`src/rtl/fp16_pkg.sv`:
```
// Shared FP16 constants and sequencer state encoding.
// Optional bias feature: FP16_DOT_BIAS_EN (see fp16_dot_seq).
package fp16_pkg;

  localparam int          FP16_W    = 16;
  localparam logic [15:0] FP16_ZERO = 16'h0000;
  localparam logic [15:0] FP16_ONE  = 16'h3C00;

  typedef enum logic [1:0] {
    IDLE  = 2'd0,
    ISSUE = 2'd1,
    WAIT  = 2'd2,
    DONE  = 2'd3
  } seq_state_e;

  typedef struct packed {
    logic [FP16_W-1:0] a;
    logic [FP16_W-1:0] b;
    logic [FP16_W-1:0] acc;
  } mac_op_t;

endpackage

```
`src/rtl/fp16_dot_lat_timer.sv`:
```
// Loadable down-counter that pulses done_o LAT cycles after load_i.
// Used to time one MAC pass inside fp16_dot_seq.
module fp16_dot_lat_timer #(
  parameter int LAT = 2
) (
  input  logic clk,
  input  logic rst,
  input  logic load_i,
  output logic done_o
);

  localparam int CW = (LAT < 1) ? 1 : $clog2(LAT + 1);

  logic [CW-1:0] cnt_q, cnt_d;
  logic          act_q, act_d;

  always_comb begin
    cnt_d = cnt_q;
    act_d = act_q;
    if (load_i) begin
      cnt_d = CW'(LAT);
      act_d = 1'b1;
    end else if (act_q) begin
      if (cnt_q == '0) begin
        act_d = 1'b0;
      end else begin
        cnt_d = cnt_q - CW'(1);
      end
    end
  end

  always_ff @(posedge clk) begin
    if (rst) begin
      cnt_q <= '0;
      act_q <= 1'b0;
    end else begin
      cnt_q <= cnt_d;
      act_q <= act_d;
    end
  end

  assign done_o = act_q && (cnt_q == '0);

endmodule

```
`src/rtl/fp16_dot_seq.sv`:
```
// FP16 dot-product sequencer driving an external pipelined MAC.
// `define FP16_DOT_BIAS_EN adds bias_in as the initial accumulator.
module fp16_dot_seq
  import fp16_pkg::*;
#(
  parameter int LEN_W       = 8,
  parameter int MAC_LATENCY = 2
) (
  input  logic              clk,
  input  logic              rst,
  input  logic              start,
  input  logic [LEN_W-1:0]  len,
`ifdef FP16_DOT_BIAS_EN
  input  logic [FP16_W-1:0] bias_in,
`endif
  input  logic [FP16_W-1:0] in_a,
  input  logic [FP16_W-1:0] in_b,
  input  logic              in_valid,
  output logic              in_ready,
  output logic [FP16_W-1:0] mac_a,
  output logic [FP16_W-1:0] mac_b,
  output logic [FP16_W-1:0] mac_acc,
  input  logic [FP16_W-1:0] mac_result,
  output logic [FP16_W-1:0] res_data,
  output logic              res_valid,
  input  logic              res_ready,
  output logic              busy
);

  seq_state_e        state_q, state_d;
  mac_op_t           mac_q, mac_d;
  logic [FP16_W-1:0] acc_q, acc_d;
  logic [FP16_W-1:0] res_q, res_d;
  logic [LEN_W-1:0]  rem_q, rem_d;
  logic [FP16_W-1:0] init_acc;
  logic              accept;
  logic              tmr_load;
  logic              tmr_done;

`ifdef FP16_DOT_BIAS_EN
  assign init_acc = bias_in;
`else
  assign init_acc = FP16_ZERO;
`endif

  assign accept   = in_valid && (state_q == ISSUE);
  assign tmr_load = accept;

  fp16_dot_lat_timer #(
    .LAT (MAC_LATENCY)
  ) u_timer (
    .clk    (clk),
    .rst    (rst),
    .load_i (tmr_load),
    .done_o (tmr_done)
  );

  always_ff @(posedge clk) begin
    if (rst) begin
      state_q <= IDLE;
    end else begin
      state_q <= state_d;
    end
  end

  always_comb begin
    state_d = state_q;
    unique case (state_q)
      IDLE: begin
        if (start) begin
          state_d = (len == '0) ? DONE : ISSUE;
        end
      end
      ISSUE: begin
        if (accept) begin
          state_d = WAIT;
        end
      end
      WAIT: begin
        if (tmr_done) begin
          state_d = (rem_q == '0) ? DONE : ISSUE;
        end
      end
      DONE: begin
        if (res_ready) begin
          state_d = IDLE;
        end
      end
      default: state_d = IDLE;
    endcase
  end

  always_comb begin
    in_ready  = 1'b0;
    res_valid = 1'b0;
    busy      = 1'b1;
    unique case (state_q)
      IDLE:    busy      = 1'b0;
      ISSUE:   in_ready  = 1'b1;
      WAIT:    busy      = 1'b1;
      DONE:    res_valid = 1'b1;
      default: busy      = 1'b0;
    endcase
  end

  // Datapath next-state; mac_* only change on an accepted pair.
  always_comb begin
    mac_d = mac_q;
    acc_d = acc_q;
    res_d = res_q;
    rem_d = rem_q;
    unique case (1'b1)
      (state_q == IDLE) && start: begin
        acc_d = init_acc;
        rem_d = len;
        if (len == '0) begin
          res_d = init_acc;
        end
      end
      accept: begin
        mac_d.a   = in_a;
        mac_d.b   = in_b;
        mac_d.acc = acc_q;
        rem_d     = rem_q - LEN_W'(1);
      end
      (state_q == WAIT) && tmr_done: begin
        acc_d = mac_result;
        if (rem_q == '0) begin
          res_d = mac_result;
        end
      end
      default: ;
    endcase
  end

  always_ff @(posedge clk) begin
    if (rst) begin
      mac_q <= '0;
      acc_q <= FP16_ZERO;
      res_q <= FP16_ZERO;
      rem_q <= '0;
    end else begin
      mac_q <= mac_d;
      acc_q <= acc_d;
      res_q <= res_d;
      rem_q <= rem_d;
    end
  end

  assign mac_a    = mac_q.a;
  assign mac_b    = mac_q.b;
  assign mac_acc  = mac_q.acc;
  assign res_data = res_q;

endmodule

```
`config.mk`:
```
export PLATFORM = sky130hd
export DESIGN_NAME = fp16_dot_seq
export DESIGN_NICKNAME = d
export VERILOG_FILES = /design/src/rtl/fp16_pkg.sv /design/src/rtl/fp16_dot_lat_timer.sv /design/src/rtl/fp16_dot_seq.sv
export SDC_FILE = /design/constraint.sdc
export NUM_CORES = 1
export LEC_CHECK = 0
export CORE_MARGIN = 5
export CORE_UTILIZATION = 44
export DETAILED_ROUTE_END_ITERATION = 8
export MAX_ROUTING_LAYER = met4
export PLACE_DENSITY = 0.8
export RECOVER_POWER = 50
export SLEW_MARGIN = 20
export SYNTH_ARGS = -nofsm -noshare
export SYNTH_HDL_FRONTEND = slang
export SYNTH_SLANG_ARGS = --single-unit
```
`constraint.sdc`:
```
create_clock -name clk -period 2.9 [get_ports clk]
set_clock_uncertainty 0.1 [all_clocks]
set_input_delay 0.435 -clock clk [delete_from_list [all_inputs] [get_ports clk]]
set_output_delay 0.435 -clock clk [all_outputs]
set_load 0.01 [all_outputs]
```
==> flow_metrics.py, run 1 <==
metrics = {
    "run_status": {
        "run_status": "complete, no violations",
    },
    "sta": {
        "period_share_pct": 83.3,
        "totalNegativeSetupSlack_ps": 0,
        "slew_violations": 0,
        "setup_viol_count_final": 0,
        "grt_setup_unrepaired": "false",
        "finalWorstSetupSlack_ps": 483,
        "finalHoldViolCount": 0,
        "fmax_ghz": 0.414,
        "tightestPinTransition_ps": 1130,
        "post-route-min-period_ps": 2420,
        "slew_headroom_pct": 24.9,
        "fin_worst_hold_slack_ps": 266,
    },
    "grt": {
        "grtUsageMet1_pct": 23.1,
        "antenna_found_initial": 1,
        "global_route.usage.met2_pct": 31.4,
        "vias_in_the_first_global_route": 3072,
        "globalRouteTotalUtil_pct": 19.5,
        "met3_usage_pct": 6.07,
        "grt_overflow": 0,
        "grt_max_degree": 55,
        "grt_busiest_layer": "met2",
        "grt_pass1_wl_mm": 14.9,
    },
    "place": {
        "placement.setup.worst_slack_ps": 402,
        "place.detailed.hpwl_mm": 6.50,
        "gp_congestion": 0.824,
        "io_buffer_count": 127,
    },
    "floorplanning": {
        "dieHeight_um": 97.9,
        "floorplan.core_area_um2": 7610,
        "fp.dieW_um": 97.9,
        "start_util_pct": 44.7,
        "placement_rows": 32,
        "num_io_pins": 128,
        "die-area_um2": 9580,
    },
    "clocking": {
        "hold_buffers": 0,
        "clkLatencyLatePin_ps": 350,
        "post-cts-setup-buffers": 0,
        "h-tree-depth": 3,
        "cts-buffers-inserted": 9,
        "cts-resized-gates": 0,
        "cts_tree": "built",
        "cts.clk_slew.worst_paths_ps": 90,
        "clock-root-buffer": "sky130_fd_sc_hd__clkbuf_8",
        "clock-sinks": 93,
        "cts.path.max_buffers": 2,
    },
    "power": {
        "powerDensity_nw_per_um2": 551,
        "combPwrFrac_pct": 12.2,
        "irDropWorstVdd_uv": 267,
        "power.leakage_nw": 1.81,
        "power_switching_share_pct": 23.9,
        "p_int_mw": 2.09,
        "clkPwrFrac_pct": 38.7,
        "total_switching_power_mw": 0.654,
        "power_frac_seq_pct": 49.1,
    },
    "worst_setup_path": {
        "arrival_ps": 2610,
        "timing.critical_path.fanout_max": 16,
        "worst_setup_path_start_kind": "flop",
        "critical_path_required_ps": 3090,
        "slowest_stage": "sky130_fd_sc_hd__nor3b_4",
        "cp_capture_type": "flop",
        "worstPathCellList": "or4_4 > or3_4 > nor3b_4 > a32o_1",
        "regToRegSetupSlack_ps": 480,
        "worst_stage_delay_on_the_critical_path_ps": 620,
        "type_of_the_worst_setup_path": "flop to flop",
    },
    "layout": {
        "layout_cells_sized_above_1_pct": 6.09,
        "fill_cells": 642,
        "final_nets": 566,
        "area_growth_syn_to_layout_pct": 46.6,
    },
    "detailed_routing": {
        "drcViolationCount": 0,
        "first_iter_violations": 120,
        "detailroute.via_count": 3175,
        "routed_wirelength_mm": 9.28,
        "wire_length_per_cell_um": 15.2,
        "first_pass_iters": 4,
        "antenna_left": 0,
        "detail_route.vias_per_cell": 5.19,
    },
    "logic_synthesis": {
        "synth.cell_area_um2": 3400,
        "yosys_warnings": 0,
        "synth_seq_cells": 93,
        "yosysTopAreaCellShare_pct": 54.8,
        "yosysSeqAreaShare_pct": 54.8,
        "syn_area_per_cell_um2": 8.76,
        "synth.lib_cells_used.distinct": 41,
        "synth.net_count": 450,
        "ys_top_cells_by_area": "sky130_fd_sc_hd__dfxtp_1, sky130_fd_sc_hd__nand2_1, sky130_fd_sc_hd__a21oi_1, sky130_fd_sc_hd__a32o_1, sky130_fd_sc_hd__a22oi_1",
        "cells_after_synthesis": 388,
        "synth_top_area_cell": "sky130_fd_sc_hd__dfxtp_1",
    },
    "min_path": {
        "timing.hold.worst.class": "input port to flop",
    },
    "job": {
        "maxCapViolations": 0,
    },
}
[metrics by stage]
stage | total power, mW | util (%) | instances | area, um^2
global route | 2.86 | 65.5 | 612 | 4980
finish | 2.74 | 65.5 | 612 | 4980
floorplan | 1.54 | - | 388 | 3400
global placement | 1.71 | 62.3 | 595 | 4740
detailed placement | 1.72 | 62.3 | 595 | 4740
CTS | 2.78 | 65.6 | 611 | 4990
[sequential cells by signal, indices dropped and copies added, names as in the netlist]
| register | cells |
|---|---|
| acc_q | 16 |
| u_timer.cnt_q | 2 |
| mac_a | 16 |
| state_q | 2 |
| res_data | 16 |
| mac_acc | 16 |
| mac_b | 16 |
| rem_q | 8 |
| u_timer.act_q | 1 |
[worst max-delay path, delay by kind of cell (launching register included)]
family | cells | cell delay (ps)
AO/OA/AOI/OAI | 1 | 270
AND/OR/NAND/NOR | 3 | 1610
flip-flops | 1 | 380
[cell type report]
type	count	area [um^2]	share of cell area, %
flip-flops and latches	93	1860	37.4
multi-input cells	260	1400	28.1
repair buffers	136	1320	26.5
clock buffers	10	138	2.76
well taps	102	128	2.56
clock inverters	6	116	2.34
inverters	4	15.0	0.301
diodes	1	2.50	0.0502
[logic make-up (layout without fill, tap and decap cells)]
family | after synthesis | count (layout) | synth area share, %
adder cells (fa/ha/maj) | 1 | 1 | 0.368
AND/OR/NAND/NOR | 152 | 152 | 19.8
other | 0 | 1 | 0
flip-flops | 93 | 93 | 54.8
AO/OA/AOI/OAI | 107 | 107 | 20.9
buffers and inverters | 35 | 156 | 4.16
[cells in the mapped netlist]
master,instances
sky130_fd_sc_hd__nor2b_1,1
sky130_fd_sc_hd__nor3b_4,1
sky130_fd_sc_hd__a31oi_1,3
sky130_fd_sc_hd__or4_1,3
sky130_fd_sc_hd__a22o_2,1
sky130_fd_sc_hd__a2bb2oi_1,1
sky130_fd_sc_hd__o211ai_1,2
sky130_fd_sc_hd__or3_4,1
sky130_fd_sc_hd__or4_2,1
sky130_fd_sc_hd__a221oi_1,4
sky130_fd_sc_hd__nand2b_1,3
sky130_fd_sc_hd__nand3b_1,2
sky130_fd_sc_hd__and2_0,1
sky130_fd_sc_hd__nor3b_1,1
sky130_fd_sc_hd__a311oi_1,1
sky130_fd_sc_hd__buf_6,1
sky130_fd_sc_hd__or3_1,1
sky130_fd_sc_hd__inv_1,4
sky130_fd_sc_hd__o32ai_1,1
sky130_fd_sc_hd__nor2_1,26
sky130_fd_sc_hd__ha_1,1
sky130_fd_sc_hd__or2_2,1
sky130_fd_sc_hd__clkbuf_1,25
sky130_fd_sc_hd__nand3_1,2
sky130_fd_sc_hd__a211oi_1,3
sky130_fd_sc_hd__and2_1,1
sky130_fd_sc_hd__o311ai_0,1
sky130_fd_sc_hd__a32o_1,16
sky130_fd_sc_hd__dfxtp_1,93
sky130_fd_sc_hd__a22oi_1,16
sky130_fd_sc_hd__o21ai_0,3
sky130_fd_sc_hd__or4_4,1
sky130_fd_sc_hd__nand2_1,101
sky130_fd_sc_hd__a21oi_1,54
sky130_fd_sc_hd__nor3_1,2
sky130_fd_sc_hd__o21bai_1,1
sky130_fd_sc_hd__buf_1,3
sky130_fd_sc_hd__nor4_1,1
sky130_fd_sc_hd__and3b_1,1
sky130_fd_sc_hd__buf_2,2
sky130_fd_sc_hd__nor4b_2,1
[per-layer routing]
layer,routed length [um],up-vias
met4,116,0
met2,4520,96
met1,4000,1483
met5,0,-
li1,-,1585
met3,643,11
[power by group through the flow]
stage	Combinational, mW	Sequential (mW)	Clock [mW]
final	0.336	1.35	1.06
after global routing	0.367	1.35	1.14
after CTS	0.349	1.35	1.08
after detailed placement	0.347	1.38	0
after global placement	0.340	1.37	0
after floorplan	0.162	1.37	0
[path summary, 6_finish.rpt]
path | cells after the start | startpoint | end
worst max register to register | 4 | rem_q[3] | res_data[9]
worst max-delay path | 4 | rem_q[3] | res_data[9]
worst min register to register | 2 | mac_b[11] | mac_b[11]
worst min-delay path | 2 | rst | rem_q[1]
[layout by cell type (no fill, tap or decap), types with 2 or more instances in the layout]
master                            instances
sky130_fd_sc_hd__clkbuf_8                10
sky130_fd_sc_hd__a211oi_1                 3
sky130_fd_sc_hd__nand2_1                101
sky130_fd_sc_hd__o21ai_0                  3
sky130_fd_sc_hd__a32o_1                  16
sky130_fd_sc_hd__or4_1                    3
sky130_fd_sc_hd__nor2_1                  26
sky130_fd_sc_hd__buf_4                    5
sky130_fd_sc_hd__dfxtp_1                 93
sky130_fd_sc_hd__a221oi_1                 3
sky130_fd_sc_hd__o211ai_1                 2
sky130_fd_sc_hd__nor3_1                   2
sky130_fd_sc_hd__nand2b_1                 3
sky130_fd_sc_hd__clkdlybuf4s50_1         91
sky130_fd_sc_hd__bufinv_16                3
sky130_fd_sc_hd__a21oi_1                 54
sky130_fd_sc_hd__nand3b_1                 2
sky130_fd_sc_hd__clkbuf_1                 3
sky130_fd_sc_hd__nand3_1                  2
sky130_fd_sc_hd__dlygate4sd3_1           35
sky130_fd_sc_hd__a22oi_1                 16
sky130_fd_sc_hd__inv_6                    2
sky130_fd_sc_hd__inv_1                    4
sky130_fd_sc_hd__a31oi_1                  3
Note: power is estimated with default switching activity, not from simulation.
==> run 2: changes to the inputs <==
--- a/config.mk
+++ b/config.mk
@@ -6,10 +6,10 @@
 export NUM_CORES = 1
 export LEC_CHECK = 0
 export CORE_MARGIN = 5
-export CORE_UTILIZATION = 44
+export CORE_UTILIZATION = 39
 export DETAILED_ROUTE_END_ITERATION = 8
 export MAX_ROUTING_LAYER = met4
-export PLACE_DENSITY = 0.8
+export PLACE_DENSITY = 0.75
 export RECOVER_POWER = 50
 export SLEW_MARGIN = 20
 export SYNTH_ARGS = -nofsm -noshare
==> constraint.sdc (replaced) <==
create_clock -name clk -period 1.95 [get_ports clk]
set_clock_uncertainty 0.1 [all_clocks]
set_input_delay 0.2925 -clock clk [delete_from_list [all_inputs] [get_ports clk]]
set_output_delay 0.2925 -clock clk [all_outputs]
set_load 0.01 [all_outputs]
==> run 2 against run 1 <==
The flow now finishes with violations (negative setup slack); die area is 11% higher; maximum frequency is 20% higher; critical endpoint is now res_data[4]; worst setup slack worse by 550 ps; flip-flop and latch count stayed put.
==> flow_metrics.py, run 2 (synthesis results as in run 1) <==
metrics = {
    "worst_setup_path": {
        "type_of_the_worst_setup_path": "flop to flop",
        "critical_path.startpoint": "rem_q[6]",
        "cp_capture_type": "flop",
        "r2r_start": "rem_q[6]",
        "timing.critical_path.fanout_max": 16,
        "worst_setup_path_start_kind": "flop",
        "critical_path_required_ps": 2150,
        "arrival_ps": 2220,
    },
    "detailed_routing": {
        "first_iter_violations": 130,
        "antenna_left": 0,
        "wire_length_per_cell_um": 14.8,
        "routed_wirelength_mm": 9.37,
        "drcViolationCount": 0,
        "first_pass_iters": 5,
        "detail_route.vias_per_cell": 5.10,
        "detailroute.via_count": 3230,
    },
    "power": {
        "powerDensity_nw_per_um2": 759,
        "totalPowerFinal_mw": 3.89,
        "p_int_mw": 2.90,
        "power_frac_seq_pct": 51.1,
        "combPwrFrac_pct": 15.0,
        "clkPwrFrac_pct": 33.9,
        "total_switching_power_mw": 0.997,
        "power.leakage_nw": 1.86,
        "power_switching_share_pct": 25.6,
        "irDropWorstVdd_uv": 358,
    },
    "sta": {
        "finalHoldViolCount": 0,
        "fin_worst_hold_slack_ps": 292,
        "period_share_pct": 104,
        "slew_violations": 0,
        "tightestPinTransition_ps": 736,
        "grt_setup_unrepaired": "true",
        "slew_headroom_pct": 50.9,
        "setup_viol_count_final": 16,
        "post-route-min-period_ps": 2020,
        "finalWorstSetupSlack_ps": -70.3,
        "fmax_ghz": 0.495,
    },
    "clocking": {
        "clock-sinks": 93,
        "cts-buffers-inserted": 9,
        "cts.clk_slew.worst_paths_ps": 100,
        "clock-root-buffer": "sky130_fd_sc_hd__clkbuf_8",
        "clkLatencyLatePin_ps": 350,
        "cts_tree": "built",
        "cts.path.max_buffers": 2,
        "post-cts-setup-buffers": 0,
        "hold_buffers": 0,
        "h-tree-depth": 3,
    },
    "floorplanning": {
        "num_io_pins": 128,
        "floorplan.core_area_um2": 8590,
        "placement_rows": 34,
        "fp.dieW_um": 103,
        "dieHeight_um": 103,
        "die-area_um2": 10700,
        "start_util_pct": 39.5,
    },
    "min_path": {
        "holdCritStartpoint": "rst",
        "timing.hold.worst.class": "input port to flop",
    },
    "layout": {
        "final_common_cell": "sky130_fd_sc_hd__clkdlybuf4s50_1",
        "most-common-layout-cells": "sky130_fd_sc_hd__clkdlybuf4s50_1, sky130_fd_sc_hd__nand2_1, sky130_fd_sc_hd__dfxtp_1, sky130_fd_sc_hd__a21oi_1, sky130_fd_sc_hd__nor2_1",
        "layout_cells_sized_above_1_pct": 10.5,
        "final_core_utilization_pct": 59.7,
        "finish.instance_area_um2": 5130,
        "area_growth_syn_to_layout_pct": 51.0,
        "final_nets": 581,
        "fill_cells": 748,
        "final_cells": 633,
    },
    "grt": {
        "grt_pass1_wl_mm": 14.8,
        "antenna_found_initial": 0,
        "grt_max_degree": 55,
        "globalRouteTotalUtil_pct": 18.0,
        "vias_in_the_first_global_route": 3089,
        "grt_overflow": 0,
    },
    "place": {
        "place.detailed.hpwl_mm": 6.53,
        "dp_cells": 616,
        "gp_congestion": 0.783,
        "io_buffer_count": 127,
        "placed_area_um2": 4900,
    },
    "run_status": {
        "failed_checks": "negative setup slack",
        "run_status": "complete, but fails checks",
    },
    "job": {
        "maxCapViolations": 0,
    },
}
[run 2: worst max-delay path, cell delays in order, from the launching register on]
cell and delay, ps:
sky130_fd_sc_hd__dfxtp_2 330, sky130_fd_sc_hd__or4_4 530, sky130_fd_sc_hd__or3_4 430, sky130_fd_sc_hd__nor3b_4 220, sky130_fd_sc_hd__buf_12 170, sky130_fd_sc_hd__a32o_2 170
[run 2: final timing paths]
path,endpoint,cells after the start,slack [ps]
setup / recovery,res_data[4],5,-70
hold / removal,res_data[0],3,290
setup reg to reg,res_data[4],5,-70
hold reg to reg,mac_acc[6],2,350
[run 2: area by class of cell]
cell class / count / area [um^2] / share of cell area [%]
Antenna cell: 1 / 2.50 / 0.0488
Clock buffer: 10 / 138 / 2.68
Multi-Input combinational cell: 260 / 1430 / 27.9
Timing Repair Buffer: 151 / 1470 / 28.7
Clock inverter: 6 / 71.3 / 1.39
Inverter: 4 / 15.0 / 0.293
Tap cell: 108 / 135 / 2.63
Sequential cell: 93 / 1870 / 36.4
[run 2: repair_timing]
action	CTS	global route
endpoints found under the setup margin	19	31
gates resized for setup	6	4
pin swaps	0	2
endpoints found under the hold margin	0	0
[run 2: metrics by stage]
| step | setup TNS (ps) | setup slack, ps |
|---|---|---|
| finish | -851 | -70.3 |
| global placement | -5690 | -299 |
| CTS | -1030 | -87.8 |
| detailed placement | -7740 | -384 |
| global route | -2200 | -133 |
| floorplan | -478 | -47.8 |
[run 2: routing by layer]
layer | up-vias | global-route usage, % | part of all wire (%)
met4 | 0 | 5.08 | 0.61
met3 | 6 | 5.03 | 6.7
met2 | 86 | 29.0 | 48
li1 | 1617 | - | -
met5 | - | - | 0
met1 | 1521 | 22.3 | 44
[run 2: power by group through the flow]
stage | clock, mW | combinational, mW | sequential, mW
2_1_floorplan | 0 | 0.246 | 2.05
3_3_place_gp | 0 | 0.577 | 2.03
3_5_place_dp | 0 | 0.585 | 2.03
4_1_cts | 1.37 | 0.593 | 1.99
5_1_grt | 1.45 | 0.639 | 2.00
6_report | 1.32 | 0.586 | 1.99
